===== config.mk =====
export PLATFORM = sky130hd
export DESIGN_NAME = data_mem_arbiter_flat
export DESIGN_NICKNAME = d
export VERILOG_FILES = /design/src/rtl/data_mem_arbiter_if.sv /design/src/rtl/data_mem_arbiter.sv /design/src/flat_wrapper.sv
export SDC_FILE = /design/constraint.sdc
export NUM_CORES = 1
export LEC_CHECK = 0
export ABC_AREA = 1
export CAP_MARGIN = 20
export CORE_MARGIN = 2
export CORE_UTILIZATION = 40
export CTS_CLUSTER_SIZE = 12
export DETAILED_ROUTE_END_ITERATION = 7
export DONT_BUFFER_PORTS = 1
export PLACE_DENSITY = 0.58
export SLEW_MARGIN = 10
export SYNTH_ARGS = -nofsm -noshare
export SYNTH_HDL_FRONTEND = slang
export SYNTH_SLANG_ARGS = --single-unit

===== constraint.sdc =====
create_clock -name clk -period 1.72 [get_ports clk]
set_clock_uncertainty 0.2 [all_clocks]
set_input_delay 0.344 -clock clk [delete_from_list [all_inputs] [get_ports clk]]
set_output_delay 0.344 -clock clk [all_outputs]
set_load 0.05 [all_outputs]

===== src/rtl/data_mem_arbiter_if.sv =====
// Request/response port between one requester and the data memory arbiter.
interface data_mem_arbiter_if #(
    parameter int unsigned W = 8,
    parameter int unsigned A = 8
);
    logic         valid;
    logic         write;
    logic [A-1:0] addr;
    logic [W-1:0] wdata;
    logic         ready;
    logic         rvalid;
    logic [W-1:0] rdata;

    modport master (
        output valid, write, addr, wdata,
        input  ready, rvalid, rdata
    );

    modport slave (
        input  valid, write, addr, wdata,
        output ready, rvalid, rdata
    );
endinterface


===== src/rtl/data_mem_arbiter.sv =====
// Round-robin arbiter for the single-port data memory, with a zero-fill clear engine
// that takes the memory over for 2**A cycles.
module data_mem_arbiter #(
    parameter int unsigned W = 8,
    parameter int unsigned A = 8
) (
    input  logic                clk,
    input  logic                reset,
    data_mem_arbiter_if.slave   p0,
    data_mem_arbiter_if.slave   p1,
    input  logic                clear_start,
    output logic                clear_busy,
    output logic                clear_done,
    output logic [A-1:0]        mem_addr,
    output logic [W-1:0]        mem_data_to_write,
    output logic                mem_read_enabled,
    output logic                mem_write_enabled,
    input  logic [W-1:0]        mem_data_out
);
    typedef enum logic {StIdle, StClear} state_e;

    state_e       state_q;
    logic [A-1:0] cnt_q;
    logic         last_q;
    logic         rvalid0_q, rvalid1_q;
    logic [W-1:0] rdata0_q, rdata1_q;
    logic         done_q;
    logic         idle_free, grant0, grant1;

    // clear_start wins over both ports in the cycle it arrives
    assign idle_free  = (state_q == StIdle) && !clear_start;
    assign grant0     = idle_free && p0.valid && (!p1.valid || last_q);
    assign grant1     = idle_free && p1.valid && (!p0.valid || !last_q);
    assign clear_busy = (state_q == StClear) || ((state_q == StIdle) && clear_start);
    assign clear_done = done_q;

    assign p0.ready  = grant0;
    assign p1.ready  = grant1;
    assign p0.rvalid = rvalid0_q;
    assign p1.rvalid = rvalid1_q;
    assign p0.rdata  = rdata0_q;
    assign p1.rdata  = rdata1_q;

    always_comb begin
        mem_addr          = '0;
        mem_data_to_write = '0;
        mem_read_enabled  = 1'b0;
        mem_write_enabled = 1'b0;
        if (clear_busy) begin
            // counter sits at 0 in idle, so the start cycle writes address 0
            mem_addr          = cnt_q;
            mem_write_enabled = 1'b1;
        end else if (grant0) begin
            mem_addr          = p0.addr;
            mem_write_enabled = p0.write;
            mem_read_enabled  = !p0.write;
            mem_data_to_write = p0.write ? p0.wdata : '0;
        end else if (grant1) begin
            mem_addr          = p1.addr;
            mem_write_enabled = p1.write;
            mem_read_enabled  = !p1.write;
            mem_data_to_write = p1.write ? p1.wdata : '0;
        end
    end

    always_ff @(posedge clk or negedge reset) begin
        if (!reset) begin
            state_q   <= StIdle;
            cnt_q     <= '0;
            last_q    <= 1'b1;
            rvalid0_q <= 1'b0;
            rvalid1_q <= 1'b0;
            rdata0_q  <= '0;
            rdata1_q  <= '0;
            done_q    <= 1'b0;
        end else begin
            done_q    <= 1'b0;
            rvalid0_q <= grant0 && !p0.write;
            rvalid1_q <= grant1 && !p1.write;
            if (grant0 && !p0.write) rdata0_q <= mem_data_out;
            if (grant1 && !p1.write) rdata1_q <= mem_data_out;
            if (grant0) begin
                last_q <= 1'b0;
            end else if (grant1) begin
                last_q <= 1'b1;
            end
            case (state_q)
                StIdle: begin
                    if (clear_start) begin
                        state_q <= StClear;
                        cnt_q   <= cnt_q + 1'b1;
                    end
                end
                StClear: begin
                    cnt_q <= cnt_q + 1'b1;
                    if (cnt_q == {A{1'b1}}) begin
                        state_q <= StIdle;
                        done_q  <= 1'b1;
                    end
                end
                default: state_q <= StIdle;
            endcase
        end
    end
endmodule


===== src/flat_wrapper.sv =====
// flat-port wrapper written by rule: the top's interface ports become plain ports
module data_mem_arbiter_flat 
#(
    parameter int unsigned W = 8,
    parameter int unsigned A = 8
)
  (clk, reset, clear_start, clear_busy, clear_done, mem_addr, mem_data_to_write, mem_read_enabled, mem_write_enabled, mem_data_out, p0_valid, p0_write, p0_addr, p0_wdata, p0_ready, p0_rvalid, p0_rdata, p1_valid, p1_write, p1_addr, p1_wdata, p1_ready, p1_rvalid, p1_rdata);
  data_mem_arbiter_if #(.W(W), .A(A)) p0_i ();
  data_mem_arbiter_if #(.W(W), .A(A)) p1_i ();
  input  logic clk;
  input  logic reset;
  input  logic clear_start;
  output logic clear_busy;
  output logic clear_done;
  output logic [A-1:0] mem_addr;
  output logic [W-1:0] mem_data_to_write;
  output logic mem_read_enabled;
  output logic mem_write_enabled;
  input  logic [W-1:0] mem_data_out;
  input wire logic [$bits(p0_i.valid)-1:0] p0_valid;
  input wire logic [$bits(p0_i.write)-1:0] p0_write;
  input wire logic [$bits(p0_i.addr)-1:0] p0_addr;
  input wire logic [$bits(p0_i.wdata)-1:0] p0_wdata;
  output wire logic [$bits(p0_i.ready)-1:0] p0_ready;
  output wire logic [$bits(p0_i.rvalid)-1:0] p0_rvalid;
  output wire logic [$bits(p0_i.rdata)-1:0] p0_rdata;
  input wire logic [$bits(p1_i.valid)-1:0] p1_valid;
  input wire logic [$bits(p1_i.write)-1:0] p1_write;
  input wire logic [$bits(p1_i.addr)-1:0] p1_addr;
  input wire logic [$bits(p1_i.wdata)-1:0] p1_wdata;
  output wire logic [$bits(p1_i.ready)-1:0] p1_ready;
  output wire logic [$bits(p1_i.rvalid)-1:0] p1_rvalid;
  output wire logic [$bits(p1_i.rdata)-1:0] p1_rdata;
  assign p0_i.valid = p0_valid;
  assign p0_i.write = p0_write;
  assign p0_i.addr = p0_addr;
  assign p0_i.wdata = p0_wdata;
  assign p0_ready = p0_i.ready;
  assign p0_rvalid = p0_i.rvalid;
  assign p0_rdata = p0_i.rdata;
  assign p1_i.valid = p1_valid;
  assign p1_i.write = p1_write;
  assign p1_i.addr = p1_addr;
  assign p1_i.wdata = p1_wdata;
  assign p1_ready = p1_i.ready;
  assign p1_rvalid = p1_i.rvalid;
  assign p1_rdata = p1_i.rdata;
  data_mem_arbiter #(.W(W), .A(A)) u_core (.clk(clk), .reset(reset), .p0(p0_i), .p1(p1_i), .clear_start(clear_start), .clear_busy(clear_busy), .clear_done(clear_done), .mem_addr(mem_addr), .mem_data_to_write(mem_data_to_write), .mem_read_enabled(mem_read_enabled), .mem_write_enabled(mem_write_enabled), .mem_data_out(mem_data_out));
endmodule

==> results of run 1 <==
-- registers in the layout, summed over array words and instances, names as in the netlist --
register	cells
u_core.clear_done	1
u_core.p1.rdata	8
u_core.p0.rvalid	1
u_core.p1.rvalid	1
u_core.last_q	1
u_core.cnt_q	8
u_core.state_q	1
u_core.p0.rdata	8
-- report_power, final --
part	internal [mW]	switching, mW	leakage, nW
clock network	0.361	0.240	0.0542
logic	0.272	0.542	0.708
registers	0.784	0.180	0.378
-- cells in the mapped netlist, drive strengths merged (2+ instances only) --
| cell type | count |
|---|---|
| nand2 | 85 |
| nand4 | 10 |
| nand3 | 38 |
| nor2 | 10 |
| inv | 10 |
| buf | 8 |
| dfrtp | 28 |
| xnor2 | 2 |
-- worst paths after layout --
kind	slack (ns)	start	to	cells after the start
max	-0.29	u_core.last_q$_DFFE_PN1P_	mem_addr[1]	6
min	0.008	mem_data_out[2]	u_core.p1.rdata[2]$_DFFE_PN0P_	2
max reg2reg	0.15	u_core.last_q$_DFFE_PN1P_	u_core.p0.rdata[0]$_DFFE_PN0P_	7
min reg2reg	0.33	u_core.cnt_q[5]$_DFFE_PN0P_	u_core.cnt_q[5]$_DFFE_PN0P_	2
max in group asynchronous	0.79	reset	u_core.last_q$_DFFE_PN1P_	2
min in group asynchronous	0.31	reset	u_core.p0.rdata[2]$_DFFE_PN0P_	2
-- metal layers --
layer  share of wire [%]  GRT usage [%]
met5                   0              0
met4                 1.8           7.91
met3                  10           7.43
met2                  49           34.9
met1                  39           21.9
-- cells in the final DEF, fill, tap and decap left out, drive strengths merged --
cell | synthesis | final
dfrtp | 28 | 28
ha | 1 | 1
nand4 | 10 | 10
dfstp | 1 | 1
xor2 | 1 | 1
o21ai | 1 | 1
a21oi | 1 | 1
nand3b | 1 | 1
clkbuf | 0 | 7
o211ai | 1 | 1
dlygate4sd3 | 0 | 9
xnor2 | 2 | 2
buf | 8 | 17
inv | 10 | 10
nand3 | 38 | 38
o21bai | 1 | 1
nand2 | 85 | 85
clkinv | 1 | 2
nor2 | 10 | 11
nor3 | 1 | 1
-- area by class of cell --
type	instances	area share [%]
Multi-Input combinational cell	154	45.3
Sequential cell	29	32.5
Timing Repair Buffer	26	13.0
Clock buffer	7	4.31
Tap cell	48	2.69
Inverter	11	1.96
Clock inverter	1	0.224
-- kinds of logic after synthesis --
kind of cell,after synthesis,share of synthesized area [%]
flops,29,46.6
buf+inv,19,6.33
fa+ha+maj,1,0.802
simple gates,145,43.0
xor+xnor,3,1.68
compound gates,4,1.60
-- timing repair --
action	CTS	global route
hold buffers	10	0
setup endpoints to repair	21	21
pin swaps	17	6
cloned	1	0
gates resized for setup	12	9
endpoints found under the hold margin	38	0
==> run summary, run 1 <==
Yosys Warn Count - 0
Post-CTS Repair Setup Buffers - 0
Slew @ Worst Pin - 0.493 ns
number of synthesized flops with an enable pin - 0
initial antenna violation count - 0
Final Hold Vio Count - 0
maximum vdd drop - 0.622 mV
Yosys top cell by area - dfrtp_1
worst skew pair latency - 0.27 ns
placed cell count - 257
Via density - 5.34
drt total wl - 4190 um
gpl congestion - 0.734
status - finished with violations
I/O pin count - 87
slowest library cell on the worst path - dfstp_2
Startpoint Class - flop
setup TNS - -5.14 ns
clock-pin slew on the worst setup and hold paths - 0.06 ns
Final Instance Count excl. Fillers - 276
Vias - 1473
FILL cells - 306
synthesized area - 1560 um^2
syn_area_per_cell - 7.76 um^2
maximum clock path buffer count - 2
Layout area overhead - 43.3%
slowest stage delay, CP - 0.56 ns
die height - 66.5 um
Worst path most repeated cell - nand2_4
CP bufs+invs - 1
global-route wire length before repair - 6510 um
dpl ws - -0.0348 ns
post-synth cell types - 26
total gr overflow - 0
HP Class - input pin to flop
core area - 3720 um^2
critical path class - flop to primary output
drt pass-1 iters - 4
layout cells sized above 1 - 29.4%
number of global-route vias before repair - 1417
1st-iter DRT viols - 34
crit-path leading delay family - flip-flops
clock sink count - 29
fin crit share - 117%
worst setup margin - -0.291 ns
post-route ant nets - 0
Seq/Total Area, Yosys - 46.6%
Power Density - 1060 nW/um^2
FF/Latch Area - 727 um^2
die area - 4420 um^2
row count - 22
RSZ-0062 raised after global routing - true
Starting Density - 42.0%
failing checks - setup timing
WP data arrival - 1.47 ns
max_slew headroom - 67.1%
WL/cell - 15.2 um
largest net degree at the start of global routing - 30
DPL Wire Length - 3060 um
Pwr Total - 2.38 mW
critical path peak fanout - 8
Fmax - 497 MHz
CTS tree - yes
fin crit period - 2.01 ns
fraction of registers with async set/reset - 100%
Nets - 275
Seq cells post-synth - 29
setup-violating endpoint count in the final report - 21
fin util - 60.2%
sequence of cells on the critical path - nand2_4, nand2_8, nor2_8, buf_12, nand2_4, nand3_4
Slew Viols, Final - 0
chip width - 66.5 um
Port Buffers - 0
# DRC - 0
footprint of the multi-input gates - 1010 um^2
CTS root buf - clkbuf_8
H-tree level count - 2
CP required - 1.18 ns
worst hold slack - 0.00836 ns
leak pwr - 1.14 nW
Design Area, Final - 2240 um^2
top-area cell type share of the netlist area - 44.9%
Synth Flop Type - dfrtp_1
kind of end point of the critical path - primary output
Gate Count Post-Synth - 201
largest cells by area after synthesis - dfrtp_1, nand2_1, nand3_1
Syn Nets - 249
Max Cap Viol - 0
GRT Total Usage - 20.0%
CTS buffer count - 5
antenna fix cells - 0
DP Area - 1910 um^2
Note: power is estimated with default switching activity, not from simulation.
==> run 2, diff against run 1 <==
- HOLD_SLACK_MARGIN: unset -> 0.15
==> run summary, run 2 (synthesis results as in run 1) <==
hold depth - 4 (+2)
1st-iter DRT viols - 28 (-18%)
RR Startpoint - u_core.last_q$_DFFE_PN1P_
fin crit share - 117% (about the same)
placed cell count - 257 (unchanged)
die height - 66.5 um (unchanged)
RSZ-0062 raised after global routing - true
CTS root buf - clkbuf_8
hold endpoint - u_core.cnt_q[1]$_DFFE_PN0P_
Startpoint Class - flop
max_slew headroom - 67.6% (+0.49 points)
Pwr Total - 2.38 mW (about the same)
clock-pin slew on the worst setup and hold paths - 0.06 ns (about the same)
HP Class - input pin to flop
Power Density - 1060 nW/um^2 (about the same)
slowest stage delay, CP - 0.56 ns (about the same)
global-route wire length before repair - 6500 um (-0.21%)
drt pass-1 iters - 4 (unchanged)
fin crit period - 2.01 ns (-0.000345 ns)
worst skew pair latency - 0.27 ns (about the same)
Slew Viols, Final - 0 (unchanged)
core area - 3720 um^2 (unchanged)
drt total wl - 4200 um (+0.17%)
most frequent cells in the layout - nand2_1, dfrtp_1, nand3_1, nand2_4, nand4_1
initial antenna violation count - 0 (unchanged)
leak pwr - 1.14 nW (unchanged)
worst setup margin - -0.291 ns (+0.000345 ns)
H-tree level count - 2 (unchanged)
I/O pin count - 87 (unchanged)
Slew @ Worst Pin - 0.486 ns (-0.00728 ns)
dpl ws - -0.0348 ns (unchanged)
total gr overflow - 0 (unchanged)
Worst path most repeated cell - nand2_4
Vias - 1489 (+1.1%)
WP data arrival - 1.47 ns (about the same)
footprint of the multi-input gates - 1010 um^2 (unchanged)
clock power share - 25.2% (about the same)
CP required - 1.18 ns (about the same)
reg2reg end - u_core.p0.rdata[0]$_DFFE_PN0P_
Max Cap Viol - 0 (unchanged)
Post-CTS Repair Setup Buffers - 0 (unchanged)
cell internal pwr - 1.42 mW (about the same)
Reg power frac - 40.5% (about the same)
row count - 22 (unchanged)
kind of end point of the critical path - primary output
setup TNS - -5.15 ns (-0.00240 ns)
FILL cells - 306 (unchanged)
R2R cell count - 7 (unchanged)
FF/Latch Area - 727 um^2 (unchanged)
critical path class - flop to primary output
post-route ant nets - 0 (unchanged)
WL/cell - 15.2 um (+0.17%)
Nets - 275 (unchanged)
Port Buffers - 0 (unchanged)
status - finished with violations
slowest library cell on the worst path - dfstp_2
sequence of cells on the critical path - nand2_4, nand2_8, nor2_8, buf_12, nand2_4, nand3_4
GRT Total Usage - 20.0% (-0.036 points)
most common cell after layout, fill and taps aside - nand2_1
sw power - 963 uW (+0.16%)
Final Instance Count excl. Fillers - 276 (unchanged)
Final Hold Vio Count - 0 (unchanged)
die area - 4420 um^2 (unchanged)
Sw Ratio - 40.5% (about the same)
CTS buffer count - 5 (unchanged)
Starting Density - 42.0% (unchanged)
Design Area, Final - 2240 um^2 (unchanged)
maximum vdd drop - 0.622 mV (about the same)
Via density - 5.39 (+1.1%)
DP Area - 1910 um^2 (unchanged)
combinational power share - 34.3% (about the same)
largest net degree at the start of global routing - 30 (unchanged)
clock sink count - 29 (unchanged)
HP Start - clear_start
gpl congestion - 0.734 (unchanged)
failing checks - setup timing
antenna fix cells - 0 (unchanged)
layout cells sized above 1 - 29.4% (unchanged)
CTS tree - yes
Fmax - 497 MHz (about the same)
number of global-route vias before repair - 1407 (-0.71%)
chip width - 66.5 um (unchanged)
R2R setup slack - 0.15 ns (about the same)
DPL Wire Length - 3060 um (unchanged)
Layout area overhead - 43.3% (unchanged)
# DRC - 0 (unchanged)
critical path peak fanout - 8 (unchanged)
maximum clock path buffer count - 2 (unchanged)
setup-violating endpoint count in the final report - 21 (unchanged)
==> run 2: cell counts in the layout (fill, tap and decap cells not counted) <==
No cell type changed its count.
==> run 2: worst max-delay path by stage <==
stage / from / endpoint / slack (ns) / cells past startpoint
after floorplan: u_core.last_q$_DFFE_PN1P_ / mem_write_enabled / -0.20 / 2
after global placement: u_core.last_q$_DFFE_PN1P_ / mem_addr[4] / -0.02 / 6
after detailed placement: u_core.last_q$_DFFE_PN1P_ / mem_addr[0] / -0.03 / 6
after CTS: u_core.last_q$_DFFE_PN1P_ / mem_addr[0] / -0.29 / 6
after global routing: u_core.last_q$_DFFE_PN1P_ / mem_addr[2] / -0.35 / 6
final: u_core.last_q$_DFFE_PN1P_ / mem_addr[1] / -0.29 / 6
==> run 2: metal layers <==
layer,vias up,global-route usage [%],wire (um)
met5,-,0,0
li1,712,-,-
met1,685,22.1,1640
met3,10,7.09,428
met4,0,8.67,102
met2,82,34.4,2020
==> run 2: through the flow <==
step	utilization, %	hold WS [ns]
floorplan	-	-0.152
global placement	51.4	-0.151
detailed placement	51.4	-0.151
CTS	58.9	0.179
global route	60.2	0.198
finish	60.2	0.180
==> run 2: power by group through the flow <==
stage	combinational, mW	clock (mW)	sequential, mW
floorplan	0.678	0	0.939
global placement	0.762	0	0.966
detailed placement	0.775	0	0.971
CTS	0.823	0.616	0.963
global route	0.885	0.655	0.982
finish	0.816	0.600	0.964
==> run 2: repair_timing <==
item                                   4_1_cts  5_1_grt
endpoints found under the hold margin       45        0
setup endpoints to repair                   21       21
pin swaps                                   17        6
gates cloned                                 1        0
resized for setup                           12        9
hold buffers                                10        0
==> run 2: critical path: cells and delay by family (launching register included) <==
family | cells | cell delay, ns
and+or+nand+nor | 5 | 0.47
DFF | 1 | 0.56
buffers and inverters | 1 | 0.15
==> run 2: area by class of cell <==
type / count / share of cell area [%]
clock buffer: 7 / 4.31
inverter: 11 / 1.96
clock inverter: 1 / 0.224
timing repair buffer: 26 / 13.0
multi-input combinational: 154 / 45.3
tap: 48 / 2.69
sequential: 29 / 32.5
==> run 3, diff against run 2 <==
- CORE_UTILIZATION: 40 -> 37
- CTS_CLUSTER_DIAMETER: unset -> 40
- PLACE_DENSITY: 0.58 -> 0.55
==> run summary, run 3 (synthesis results as in run 1) <==
Slew Viols, Final - 0 (unchanged)
CTS tree - yes
worst setup margin - -0.295 ns (-0.00481 ns)
1st-iter DRT viols - 36 (+29%)
Port Buffers - 0 (unchanged)
DPL Wire Length - 3260 um (+6.6%)
Fmax - 496 MHz (-0.24%)
FF/Latch Area - 728 um^2 (+0.17%)
clock sink count - 29 (unchanged)
Via density - 5.37 (-0.39%)
Layout area overhead - 49.7%
antenna fix cells - 0 (unchanged)
critical path class - flop to primary output
drt total wl - 4500 um (+7.3%)
HP Start - clear_start
Pwr Total - 2.30 mW (-3.4%)
maximum clock path buffer count - 2 (unchanged)
die height - 68.9 um (+3.7%)
setup-violating endpoint count in the final report - 20 (-4.8%)
Slew @ Worst Pin - 0.502 ns (+0.0163 ns)
H-tree level count - 2 (unchanged)
number of global-route vias before repair - 1530 (+8.7%)
setup TNS - -4.82 ns (+0.324 ns)
chip width - 68.9 um (+3.7%)
fin crit period - 2.02 ns (+0.00481 ns)
I/O pin count - 87 (unchanged)
kind of end point of the critical path - primary output
max_slew headroom - 66.5% (-1.1 points)
RSZ-0062 raised after global routing - true
Max Cap Viol - 0 (unchanged)
WP data arrival - 1.47 ns (about the same)
layout cells sized above 1 - 32.5% (+3.1 points)
row count - 23 (+4.5%)
total gr overflow - 0 (unchanged)
drt pass-1 iters - 4 (unchanged)
hold depth - 4 (unchanged)
most frequent cells in the layout - nand2_1, dfrtp_1, nand2_4, nand3_1
Power Density - 984 nW/um^2 (-7.6%)
CTS root buf - clkbuf_8
reg2reg end - u_core.p0.rdata[5]$_DFFE_PN0P_
most common cell after layout, fill and taps aside - nand2_1
leak pwr - 1.18 nW (+3.4%)
CP required - 1.18 ns (about the same)
Startpoint Class - flop
die area - 4750 um^2 (+7.6%)
Nets - 278 (+1.1%)
CP startpoint - u_core.last_q$_DFFE_PN1P_
Final Hold Vio Count - 0 (unchanged)
failing checks - setup timing
clock-pin slew on the worst setup and hold paths - 0.06 ns (about the same)
GRT Total Usage - 20.0% (-0.020 points)
initial antenna violation count - 0 (unchanged)
maximum vdd drop - 0.564 mV (-9.2%)
FILL cells - 337 (+10%)
Vias - 1510 (+1.4%)
post-route ant nets - 0 (unchanged)
RR Startpoint - u_core.last_q$_DFFE_PN1P_
worst hold slack - 0.195 ns (+0.0149 ns)
gpl congestion - 0.762 (+3.8%)
CTS buffer count - 5 (unchanged)
global-route wire length before repair - 6820 um (+5.0%)
R2R setup slack - 0.11 ns (-0.04 ns)
# DRC - 0 (unchanged)
R2R cell count - 7 (unchanged)
Starting Density - 38.7% (-3.3 points)
worst skew pair latency - 0.27 ns (about the same)
WL/cell - 16.0 um (+5.4%)
critical path peak fanout - 6 (-2)
largest net degree at the start of global routing - 30 (unchanged)
footprint of the multi-input gates - 1050 um^2 (+4.2%)
HP Class - input pin to flop
fin crit share - 117% (+0.28 points)
hold endpoint - u_core.cnt_q[1]$_DFFE_PN0P_
core area - 4030 um^2 (+8.4%)
status - finished with violations
[run 3: changes by cell type in the layout (fill, tap and decap cells not counted), moves of 2 or more]
cell      change
clkbuf_8      -2
nand2_4       +5
nand2_2       -2
nand3_2       +4
nand3_4       +2
nand2_8       -2
buf_12        +4
nand3_1       -6
clkbuf_1      +2
[run 3: what timing repair did]
| action | in CTS | in global routing |
|---|---|---|
| hold buffers | 10 | 0 |
| buffers inserted | 5 | 0 |
| setup endpoints to repair | 21 | 32 |
| endpoints found under the hold margin | 45 | 0 |
| cloned | 1 | 0 |
| pin swaps | 16 | 7 |
| gates resized for setup | 32 | 11 |
[run 3: metrics by stage]
stage | setup slack [ns] | area [um^2] | cells | utilization (%)
after CTS | -0.295 | 2290 | 282 | 56.9
after global placement | -0.0167 | 1920 | 258 | 47.6
after detailed placement | -0.0456 | 1920 | 258 | 47.6
final | -0.295 | 2340 | 281 | 58.0
after global routing | -0.357 | 2340 | 281 | 58.0
after floorplan | -0.203 | 1750 | 201 | -
[run 3: routing by layer]
metal	wire length [um]	track usage, %	up-vias
li1	-	-	716
met1	1770	22.2	723
met4	34	7.11	0
met2	2280	34.6	67
met3	426	7.79	4
met5	0	0	-
[run 3: worst max-delay path: stages (launching register included)]
cell	delay, ns
dfstp_2	0.55
nand2_4	0.09
nand2_4	0.09
nor2_8	0.06
buf_6	0.14
nand2_4	0.07
nand2_4	0.06
buf_12	0.14
[run 3: cell type report]
cell class | instances | area share, %
multi-input combinational | 154 | 45.2
sequential | 29 | 31.2
timing repair buffer | 29 | 15.7
clock buffer | 7 | 3.27
tap | 50 | 2.68
inverter | 11 | 1.77
clock inverter | 1 | 0.214
[run 3: where the power goes]
group          internal (mW)  leakage (nW)  switching, mW  total [mW]
clock network          0.283        0.0422          0.238       0.521
logic                  0.270         0.759          0.548       0.818
registers              0.784         0.378          0.176       0.960
total                   1.34          1.18          0.962        2.30
[run 3: worst max-delay path by stage]
stage / end / slack [ns]
after global routing: mem_read_enabled / -0.36
after global placement: mem_addr[4] / -0.02
after CTS: mem_addr[2] / -0.29
after detailed placement: mem_addr[0] / -0.05
final: mem_read_enabled / -0.30
after floorplan: mem_write_enabled / -0.20
